**config.mk**
```make
export PLATFORM = sky130hd
export DESIGN_NAME = dsp_mac_engine_flat
export DESIGN_NICKNAME = d
export VERILOG_FILES = /design/src/rtl/dsp_mac_if.sv /design/src/rtl/dsp_mac_engine.sv /design/src/flat_wrapper.sv
export SDC_FILE = /design/constraint.sdc
export NUM_CORES = 2
export LEC_CHECK = 0
export CAP_MARGIN = 20
export CORE_UTILIZATION = 55
export CTS_CLUSTER_SIZE = 30
export DETAILED_ROUTE_END_ITERATION = 10
export MAX_ROUTING_LAYER = met4
export PLACE_DENSITY = 0.83
export SYNTH_ARGS = -nofsm -noshare
export SYNTH_HDL_FRONTEND = slang
export SYNTH_SLANG_ARGS = --single-unit
```
**constraint.sdc**
```tcl
create_clock -name clk -period 6.6 [get_ports clk]
set_clock_uncertainty 0.15 [all_clocks]
set_input_delay 1.32 -clock clk [delete_from_list [all_inputs] [get_ports clk]]
set_output_delay 1.32 -clock clk [all_outputs]
set_load 0.02 [all_outputs]
```
**src/rtl/dsp_mac_if.sv**
```systemverilog
// Streaming bus for dsp_mac_engine: sample input with valid/ready, result output with valid/ready.
// Widths must match the parameters of the engine instance attached to it.
interface dsp_mac_if #(
    parameter int A_WIDTH = 18,
    parameter int B_WIDTH = 18,
    parameter int C_WIDTH = 48,
    parameter int P_WIDTH = 48
);
    localparam int M_WIDTH = A_WIDTH + B_WIDTH + 1;

    logic                      in_valid;
    logic                      in_ready;
    logic signed [A_WIDTH-1:0] a;
    logic signed [B_WIDTH-1:0] b;
    logic signed [B_WIDTH-1:0] d;
    logic signed [C_WIDTH-1:0] c;
    logic [3:0]                mode;
    logic                      out_valid;
    logic                      out_ready;
    logic signed [P_WIDTH-1:0] p;
    logic signed [M_WIDTH-1:0] m;
    logic                      frame_last;
    logic                      overflow;

    modport master (
        output in_valid, a, b, d, c, mode, out_ready,
        input  in_ready, out_valid, p, m, frame_last, overflow
    );

    modport slave (
        input  in_valid, a, b, d, c, mode, out_ready,
        output in_ready, out_valid, p, m, frame_last, overflow
    );
endinterface

```
**src/rtl/dsp_mac_engine.sv**
```systemverilog
// Three-stage signed pre-add / multiply / post-add MAC with frame accumulation,
// saturating or wrapping output, and valid/ready flow control on both sides.
module dsp_mac_engine #(
    parameter int A_WIDTH  = 18,
    parameter int B_WIDTH  = 18,
    parameter int C_WIDTH  = 48,
    parameter int P_WIDTH  = 48,
    parameter int ACC_LEN  = 16,
    parameter bit SATURATE = 1'b1
) (
    input logic     clk,
    input logic     rst,
    dsp_mac_if.slave bus
);
    localparam int STAGES = 3;
    localparam int M_WIDTH = A_WIDTH + B_WIDTH + 1;
    localparam int CNT_W = (ACC_LEN > 1) ? $clog2(ACC_LEN) : 1;
    localparam logic [CNT_W-1:0] CNT_LAST = CNT_W'(ACC_LEN - 1);
    localparam logic signed [P_WIDTH-1:0] P_MAX = {1'b0, {(P_WIDTH-1){1'b1}}};
    localparam logic signed [P_WIDTH-1:0] P_MIN = {1'b1, {(P_WIDTH-1){1'b0}}};

    logic [STAGES:1] vld_q;
    logic [STAGES:0] vld_pipe;
    logic            adv;

    logic signed [A_WIDTH-1:0] s1_a;
    logic signed [B_WIDTH:0]   s1_op;
    logic signed [C_WIDTH-1:0] s1_c, s2_c;
    logic [3:0]                s1_mode, s2_mode;
    logic signed [M_WIDTH-1:0] s2_prod;

    logic signed [P_WIDTH-1:0] p_q, acc_q;
    logic signed [M_WIDTH-1:0] m_q;
    logic                      frame_last_q, overflow_q;
    logic [CNT_W-1:0]          cnt_q;

    logic signed [B_WIDTH:0]   b_x, d_x, pre, op;
    logic signed [M_WIDTH-1:0] a_x, op_x, prod;
    logic signed [P_WIDTH:0]   c_x, prod_x, acc_x, z, sum;
    logic                      sum_ovf, last_d;
    logic signed [P_WIDTH-1:0] res;

    // vld_pipe[0] is the incoming sample; upper bits are the stage valids
    assign vld_pipe = {vld_q, bus.in_valid};
    assign adv      = !vld_pipe[STAGES] || bus.out_ready;

    assign bus.in_ready   = adv;
    assign bus.out_valid  = vld_pipe[STAGES];
    assign bus.p          = p_q;
    assign bus.m          = m_q;
    assign bus.frame_last = frame_last_q;
    assign bus.overflow   = overflow_q;

    always_comb begin
        b_x = {bus.b[B_WIDTH-1], bus.b};
        d_x = {bus.d[B_WIDTH-1], bus.d};
        pre = bus.mode[0] ? (d_x - b_x) : (d_x + b_x);
        op  = bus.mode[1] ? pre : b_x;
    end

    always_comb begin
        a_x  = {{(M_WIDTH-A_WIDTH){s1_a[A_WIDTH-1]}}, s1_a};
        op_x = {{(M_WIDTH-B_WIDTH-1){s1_op[B_WIDTH]}}, s1_op};
        prod = a_x * op_x;
    end

    // One guard bit above P_WIDTH exposes overflow as a mismatch of the top two bits
    always_comb begin
        c_x    = {{(P_WIDTH+1-C_WIDTH){s2_c[C_WIDTH-1]}}, s2_c};
        prod_x = {{(P_WIDTH+1-M_WIDTH){s2_prod[M_WIDTH-1]}}, s2_prod};
        acc_x  = {acc_q[P_WIDTH-1], acc_q};
        if (cnt_q == '0) z = s2_mode[3] ? c_x : '0;
        else             z = acc_x;
        sum     = s2_mode[2] ? (z - prod_x) : (z + prod_x);
        sum_ovf = sum[P_WIDTH] ^ sum[P_WIDTH-1];
        if (sum_ovf && SATURATE) res = sum[P_WIDTH] ? P_MIN : P_MAX;
        else                     res = sum[P_WIDTH-1:0];
        last_d = (cnt_q == CNT_LAST);
    end

    // Datapath registers carry no reset; only the valid bits qualify them
    always_ff @(posedge clk) begin
        if (adv) begin
            s1_a    <= bus.a;
            s1_op   <= op;
            s1_c    <= bus.c;
            s1_mode <= bus.mode;
            s2_prod <= prod;
            s2_c    <= s1_c;
            s2_mode <= s1_mode;
        end
    end

    always_ff @(posedge clk) begin
        if (rst) begin
            vld_q        <= '0;
            p_q          <= '0;
            m_q          <= '0;
            acc_q        <= '0;
            frame_last_q <= 1'b0;
            overflow_q   <= 1'b0;
            cnt_q        <= '0;
        end else if (adv) begin
            vld_q <= vld_pipe[STAGES-1:0];
            if (vld_pipe[STAGES-1]) begin
                p_q          <= res;
                acc_q        <= res;
                m_q          <= s2_prod;
                frame_last_q <= last_d;
                overflow_q   <= sum_ovf || ((cnt_q != '0) && overflow_q);
                cnt_q        <= last_d ? '0 : cnt_q + 1'b1;
            end
        end
    end
endmodule
```
**src/flat_wrapper.sv**
```systemverilog
// flat-port wrapper written by rule: the top's interface ports become plain ports
module dsp_mac_engine_flat 
#(
    parameter int A_WIDTH  = 18,
    parameter int B_WIDTH  = 18,
    parameter int C_WIDTH  = 48,
    parameter int P_WIDTH  = 48,
    parameter int ACC_LEN  = 16,
    parameter bit SATURATE = 1'b1
)
  (clk, rst, bus_in_valid, bus_a, bus_b, bus_d, bus_c, bus_mode, bus_out_ready, bus_in_ready, bus_out_valid, bus_p, bus_m, bus_frame_last, bus_overflow);
  dsp_mac_if #(.A_WIDTH(A_WIDTH), .B_WIDTH(B_WIDTH), .C_WIDTH(C_WIDTH), .P_WIDTH(P_WIDTH)) bus_i ();
  input logic clk;
  input logic rst;
  input wire logic [$bits(bus_i.in_valid)-1:0] bus_in_valid;
  input wire logic [$bits(bus_i.a)-1:0] bus_a;
  input wire logic [$bits(bus_i.b)-1:0] bus_b;
  input wire logic [$bits(bus_i.d)-1:0] bus_d;
  input wire logic [$bits(bus_i.c)-1:0] bus_c;
  input wire logic [$bits(bus_i.mode)-1:0] bus_mode;
  input wire logic [$bits(bus_i.out_ready)-1:0] bus_out_ready;
  output wire logic [$bits(bus_i.in_ready)-1:0] bus_in_ready;
  output wire logic [$bits(bus_i.out_valid)-1:0] bus_out_valid;
  output wire logic [$bits(bus_i.p)-1:0] bus_p;
  output wire logic [$bits(bus_i.m)-1:0] bus_m;
  output wire logic [$bits(bus_i.frame_last)-1:0] bus_frame_last;
  output wire logic [$bits(bus_i.overflow)-1:0] bus_overflow;
  assign bus_i.in_valid = bus_in_valid;
  assign bus_i.a = bus_a;
  assign bus_i.b = bus_b;
  assign bus_i.d = bus_d;
  assign bus_i.c = bus_c;
  assign bus_i.mode = bus_mode;
  assign bus_i.out_ready = bus_out_ready;
  assign bus_in_ready = bus_i.in_ready;
  assign bus_out_valid = bus_i.out_valid;
  assign bus_p = bus_i.p;
  assign bus_m = bus_i.m;
  assign bus_frame_last = bus_i.frame_last;
  assign bus_overflow = bus_i.overflow;
  dsp_mac_engine #(.A_WIDTH(A_WIDTH), .B_WIDTH(B_WIDTH), .C_WIDTH(C_WIDTH), .P_WIDTH(P_WIDTH), .ACC_LEN(ACC_LEN), .SATURATE(SATURATE)) u_core (.clk(clk), .rst(rst), .bus(bus_i));
endmodule
```
After elaboration in Yosys (flattened, before gate mapping)
Cells that the tools add are included.
{"block": "totals", "regBits": 272, "latch_bits": 0, "ram_bits": 0, "romBits": 0, "inputBits": 110, "output_inout_bits": 89, "wordCells": 36, "memories": 0}
{"block": "classes", "addsub": 5, "mul": 1, "n_div": 0, "order_cmp": 0, "n_eq_ne": 1, "n_shift": 0, "mux": 8, "bitwise": 1, "reduce_logical": 7}
{"op": "$mux W49", "count": 3}
{"op": "$mux W48", "count": 2}
{"op": "$add A49 B37 Y49", "count": 1}
{"op": "$sub A49 B37 Y49", "count": 1}
{"op": "$mux W19", "count": 2}
{"op": "$mul A18 B19 Y37", "count": 1}
{"op": "$add A18 B18 Y19", "count": 1}
{"op": "$sub A18 B18 Y19", "count": 1}
{"op": "$add A4 B1 Y4 const B", "count": 1}
{"op": "$eq A4 B4 Y1 const B", "count": 1}
{"op": "$logic_not A4 Y1", "count": 1}
{"op": "$mux W4", "count": 1}
{"op": "$reduce_bool A4 Y1", "count": 1}
{"op": "$logic_or A1 B1 Y1", "count": 2}
{"op": "$reduce_and A2 Y1", "count": 1}
{"op": "$logic_and A1 B1 Y1", "count": 1}
{"op": "$logic_not A1 Y1", "count": 1}
{"op": "$xor A1 B1 Y1", "count": 1}

Depth between registers and ports, before layout
{"block": "depth", "word_depth": 6, "ltp_mapped": 26, "mapped_depth_nobuf": 24}

Least setup slack after synthesis
OpenSTA, ideal clock, no wires.
{"block": "synth_timing", "path_type": "register to register", "startpoint": "register u_core.s1_a[9]", "endpoint": "register u_core.s2_prod[35], data pin", "setup_time_ns": 0.263, "t_arrival_ns": 6.243, "t_required_ns": 6.187, "slack_ns": -0.055, "path_stages_with_launch": 25, "path_buffers": 3, "period_less_slack_ns": 6.655, "path_cell_list": "edfxtp_1 -> clkbuf_1 -> clkbuf_1 -> nand2_1 -> fa_1 -> inv_1 -> fa_1 -> fa_1 -> fa_1 -> fa_1 -> inv_1 -> fa_1 -> inv_1 -> ha_1 -> clkbuf_1 -> a21o_1 -> a21oi_1 -> o21bai_1 -> a41oi_1 -> a21boi_0 -> o311ai_0 -> a211o_1 -> nand3b_1 -> a311oi_1 -> xnor2_1"}
{"block": "synth_between", "elab_chain_len": 1}
{"element": "start, declared", "line": "dsp_mac_engine.sv:26", "source": "logic signed [A_WIDTH-1:0] s1_a;"}
{"element": "start signal, assigned", "line": "dsp_mac_engine.sv:84", "source": "s1_a <= bus.a;"}
{"element": "$mul A18 B19 Y37", "line": "dsp_mac_engine.sv:64", "source": "prod = a_x * op_x;"}
{"element": "net u_core.prod[35]", "line": "dsp_mac_engine.sv:38", "source": "logic signed [M_WIDTH-1:0] a_x, op_x, prod;"}
{"element": "end signal, assigned", "line": "dsp_mac_engine.sv:88", "source": "s2_prod <= prod;"}
{"element": "end, declared", "line": "dsp_mac_engine.sv:30", "source": "logic signed [M_WIDTH-1:0] s2_prod;"}
The timed path passes the listed nets, and every way through them passes these cells.
A chain may end at the register's enable or synchronous reset.

Worst setup path in the final report
{"block": "layout_timing", "startpoint": "register u_core.s1_op[5]", "endpoint": "register u_core.s2_prod[36], data pin"}
{"block": "layout_between", "elab_chain_len": 1}
{"element": "start, declared", "line": "dsp_mac_engine.sv:27", "source": "logic signed [B_WIDTH:0] s1_op;"}
{"element": "start signal, assigned", "line": "dsp_mac_engine.sv:85", "source": "s1_op <= op;"}
{"element": "$mul A18 B19 Y37", "line": "dsp_mac_engine.sv:64"}
{"element": "net u_core.prod[36]", "line": "dsp_mac_engine.sv:38"}
The timed path passes the listed nets, and every way through them passes these cells.

==> impl_metrics.tcl <==
set metrics [dict create \
    status "finished clean" \
    vias 21222 \
    area_growth_pct 17.8 \
    clock.fmax_mhz 154 \
    portBuffers 198 \
    worst_ep_required_time_ns 6.77 \
    multi_input_area_um2 18200 \
    die-area_um2 50600 \
    antennaDiodeCount 0 \
    rr_startpoint "u_core.s1_op[5]" \
    worst_slew_pin_slew_ns 1.01 \
    grt_pass1_wl_um 112000 \
    seqCellArea_um2 7110 \
    drc_errors 0 \
    netlist_area_um2 27300 \
    first_pass_iters 5 \
    synthDistinctLibCells 72 \
    final_antenna_net_count 0 \
    synthXorXnorAreaFrac 0.0458 \
    drt_wl_total_um 69100 \
    start_kind "flip-flop" \
    initial_core_util 0.559 \
    rows 81 \
    dp_hpwl_um 55000 \
    endpoint_kind "flip-flop" \
    synth_top_cell_by_area "fa_1" \
    synth_area_leaders "fa_1 25%, edfxtp_1 19%, ha_1 7.5%, dfxtp_1 6.9%, inv_1 6.4%" \
    numCtsBuffers 30 \
    fp.coreArea_um2 49000 \
    synth_top_family_by_area "adder cells" \
    avgSynthCellArea_um2 9.36 \
    stdcell_area_um2 32200 \
    synthAdderAreaFrac 0.342 \
    worst_slack_ns 0.0966 \
    grt_max_degree 93 \
    min_period_ns 6.50 \
    rsz0062_at_grt "yes" \
    drv_slew 0 \
    place_area_um2 30700 \
    synth_edf_count 174 \
    syn_nets 3543 \
    track_usage 0.285 \
    synthCells 2921 \
    clkSinkCount 268 \
    yosys.area_share.simple 0.152 \
    dp_slack_ns -0.110 \
    drt_iter0_drc 1600 \
    synthArstFlopShare 0 \
    muxShareOfSynthArea 0.00558 \
    ys_seq_elements 268 \
    synth-main-ff-cell "edfxtp_1" \
    cts_tree "done" \
    critPathLaunch "u_core.s1_op[5]" \
    hold_end "u_core.s2_c[32]" \
    cts_root_buffer "clkbuf_16" \
    grt_pass1_vias 22257 \
    whs_path_depth 0 \
    synth-compound-area-share 0.112 \
    hp-class "reg -> reg" \
    clkSlewWorstSetupHoldPaths_ns 0.06 \
    fin_crit_sh 0.985 \
    worstSetupPathType "reg -> reg" \
    fin_nets 3813 \
    drive_gt1_frac 0.0998 \
    ios 199 \
    reg2reg_to "u_core.s2_prod[36]" \
    overflow 0 \
    clockBufferDepth 3 \
    htree_levels 1 \
    r2r_cells 24 \
    crit_arrival_ns 6.68 \
    slew_headroom 0.329 \
    die_w_um 225 \
    synth_top_area_frac 0.254 \
    final_util 0.658 \
    vias_per_cell 5.47 \
    yosysSeqAreaShare 0.260 \
    die_y_um 225 \
    antenna_found_initial 0 \
    worstHoldStart "u_core.s1_c[32]" \
    place.gp.congestion 0.916 \
    routedWlPerCell_um 17.8 \
    critPathMaxFanout 5 \
    fillers 3837 \
    hold_buffers 0 \
    drv_cap 0 \
    yosysWarnings 0 \
    hold_viol_final 0 \
    r2r_slack_ns 0.1 \
    insertion_delay_ns 0.61 \
    setup_violations 0 \
]
==> cell usage after synthesis, drive strengths merged, types with 32 or more instances <==
| cell | number |
|---|---|
| a211oi | 48 |
| a21o | 42 |
| a21oi | 171 |
| and2 | 180 |
| clkbuf | 110 |
| dfxtp | 94 |
| edfxtp | 174 |
| fa | 347 |
| ha | 165 |
| inv | 465 |
| maj3 | 32 |
| nand2 | 391 |
| nor2 | 143 |
| o21ai | 107 |
| xnor2 | 112 |
==> through the flow <==
stage	hold WS, ns	cells	setup TNS, ns
after detailed placement	0.255	3799	-0.282
after global placement	0.253	3799	-0.0473
after global routing	0.272	3879	-0.671
final	0.265	3879	0
after CTS	0.267	3865	0
after floorplan	0.250	2921	0
==> cells by family after synthesis <==
kind of cell | Yosys count
buf+inv | 588
flops | 268
simple gates | 876
fa+ha+maj | 544
xor+xnor | 143
compound gates | 488
mux | 14
==> how the worst max path moves through the flow <==
| stage | depth (start not counted) | endpoint | slack [ns] |
|---|---|---|---|
| final | 24 | u_core.s2_prod[36] | 0.1 |
| after global placement | 23 | u_core.s2_prod[36] | -0.05 |
| after global routing | 24 | u_core.s2_prod[36] | -0.19 |
| after detailed placement | 25 | u_core.s2_prod[35] | -0.11 |
| after CTS | 24 | u_core.s2_prod[34] | 0.003 |
| after floorplan | 25 | u_core.s2_prod[36] | 0.06 |
==> routing by layer <==
metal / wire, um / up-vias / global-route usage / part of all wire
li1: - / 9993 / - / -
met1: 29200 / 10399 / 0.359 / 0.42
met4: 1930 / 0 / 0.0724 / 0.028
met2: 34000 / 704 / 0.492 / 0.49
met5: 0 / - / - / 0
met3: 3940 / 126 / 0.0302 / 0.057
==> worst max-delay path: stages, from the launching register on <==
cell and delay [ns]:
edfxtp_1 0.46, buf_6 0.14, nand2_1 0.06, fa_1 0.52, inv_2 0.04, fa_1 0.52, inv_2 0.04, fa_1 0.55
inv_2 0.04, fa_1 0.49, fa_1 0.51, inv_2 0.04, fa_1 0.49, inv_2 0.05, ha_4 0.23, a21o_1 0.16
a21o_1 0.19, a221oi_2 0.34, a21oi_2 0.10, o21ai_2 0.24, o211ai_1 0.17, a311oi_2 0.32, o21ai_1 0.09, a21oi_1 0.18
xnor2_1 0.09
==> registers in the layout, summed over array words and instances (netlist names) <==
register               cells
u_core.bus.m              37
u_core.cnt_q               4
u_core.vld_q               3
u_core.s2_c               48
u_core.s1_mode             2
u_core.s1_c               48
u_core.s2_prod            37
u_core.bus.overflow        1
u_core.acc_q              48
u_core.s1_op              19
u_core.bus.frame_last      1
u_core.s2_mode             2
u_core.s1_a               18
==> repair_timing <==
action / in CTS / in global routing
buffers inserted: 10 / 14
endpoints found under the setup margin: 3 / 7
gates resized for setup: 6 / 52
pin swaps: 3 / 38
==> final cells by class <==
class | count | area share
multi-input combinational | 2065 | 0.564
sequential | 268 | 0.221
timing repair buffer | 361 | 0.102
inverter | 465 | 0.0543
tap | 664 | 0.0258
clock buffer | 36 | 0.0246
clock inverter | 20 | 0.00917
==> layout by cell type (no fill, tap or decap), types with 25 or more instances in the layout <==
cell type        instances
a211oi_1                48
a21o_1                  42
a21oi_1                165
and2_1                 175
buf_4                  150
clkbuf_16               30
clkdlybuf4s50_1        197
dfxtp_1                 94
edfxtp_1               174
fa_1                   346
ha_1                   158
inv_1                  454
maj3_2                  27
nand2_1                387
nand3_1                 25
nor2_1                 143
nor3_1                  25
o21ai_0                102
xnor2_1                112
xor2_1                  31
Power is left out: the tool's default activity adds up to more than one toggle a clock period on the data nets, which glitch-free logic cannot reach.
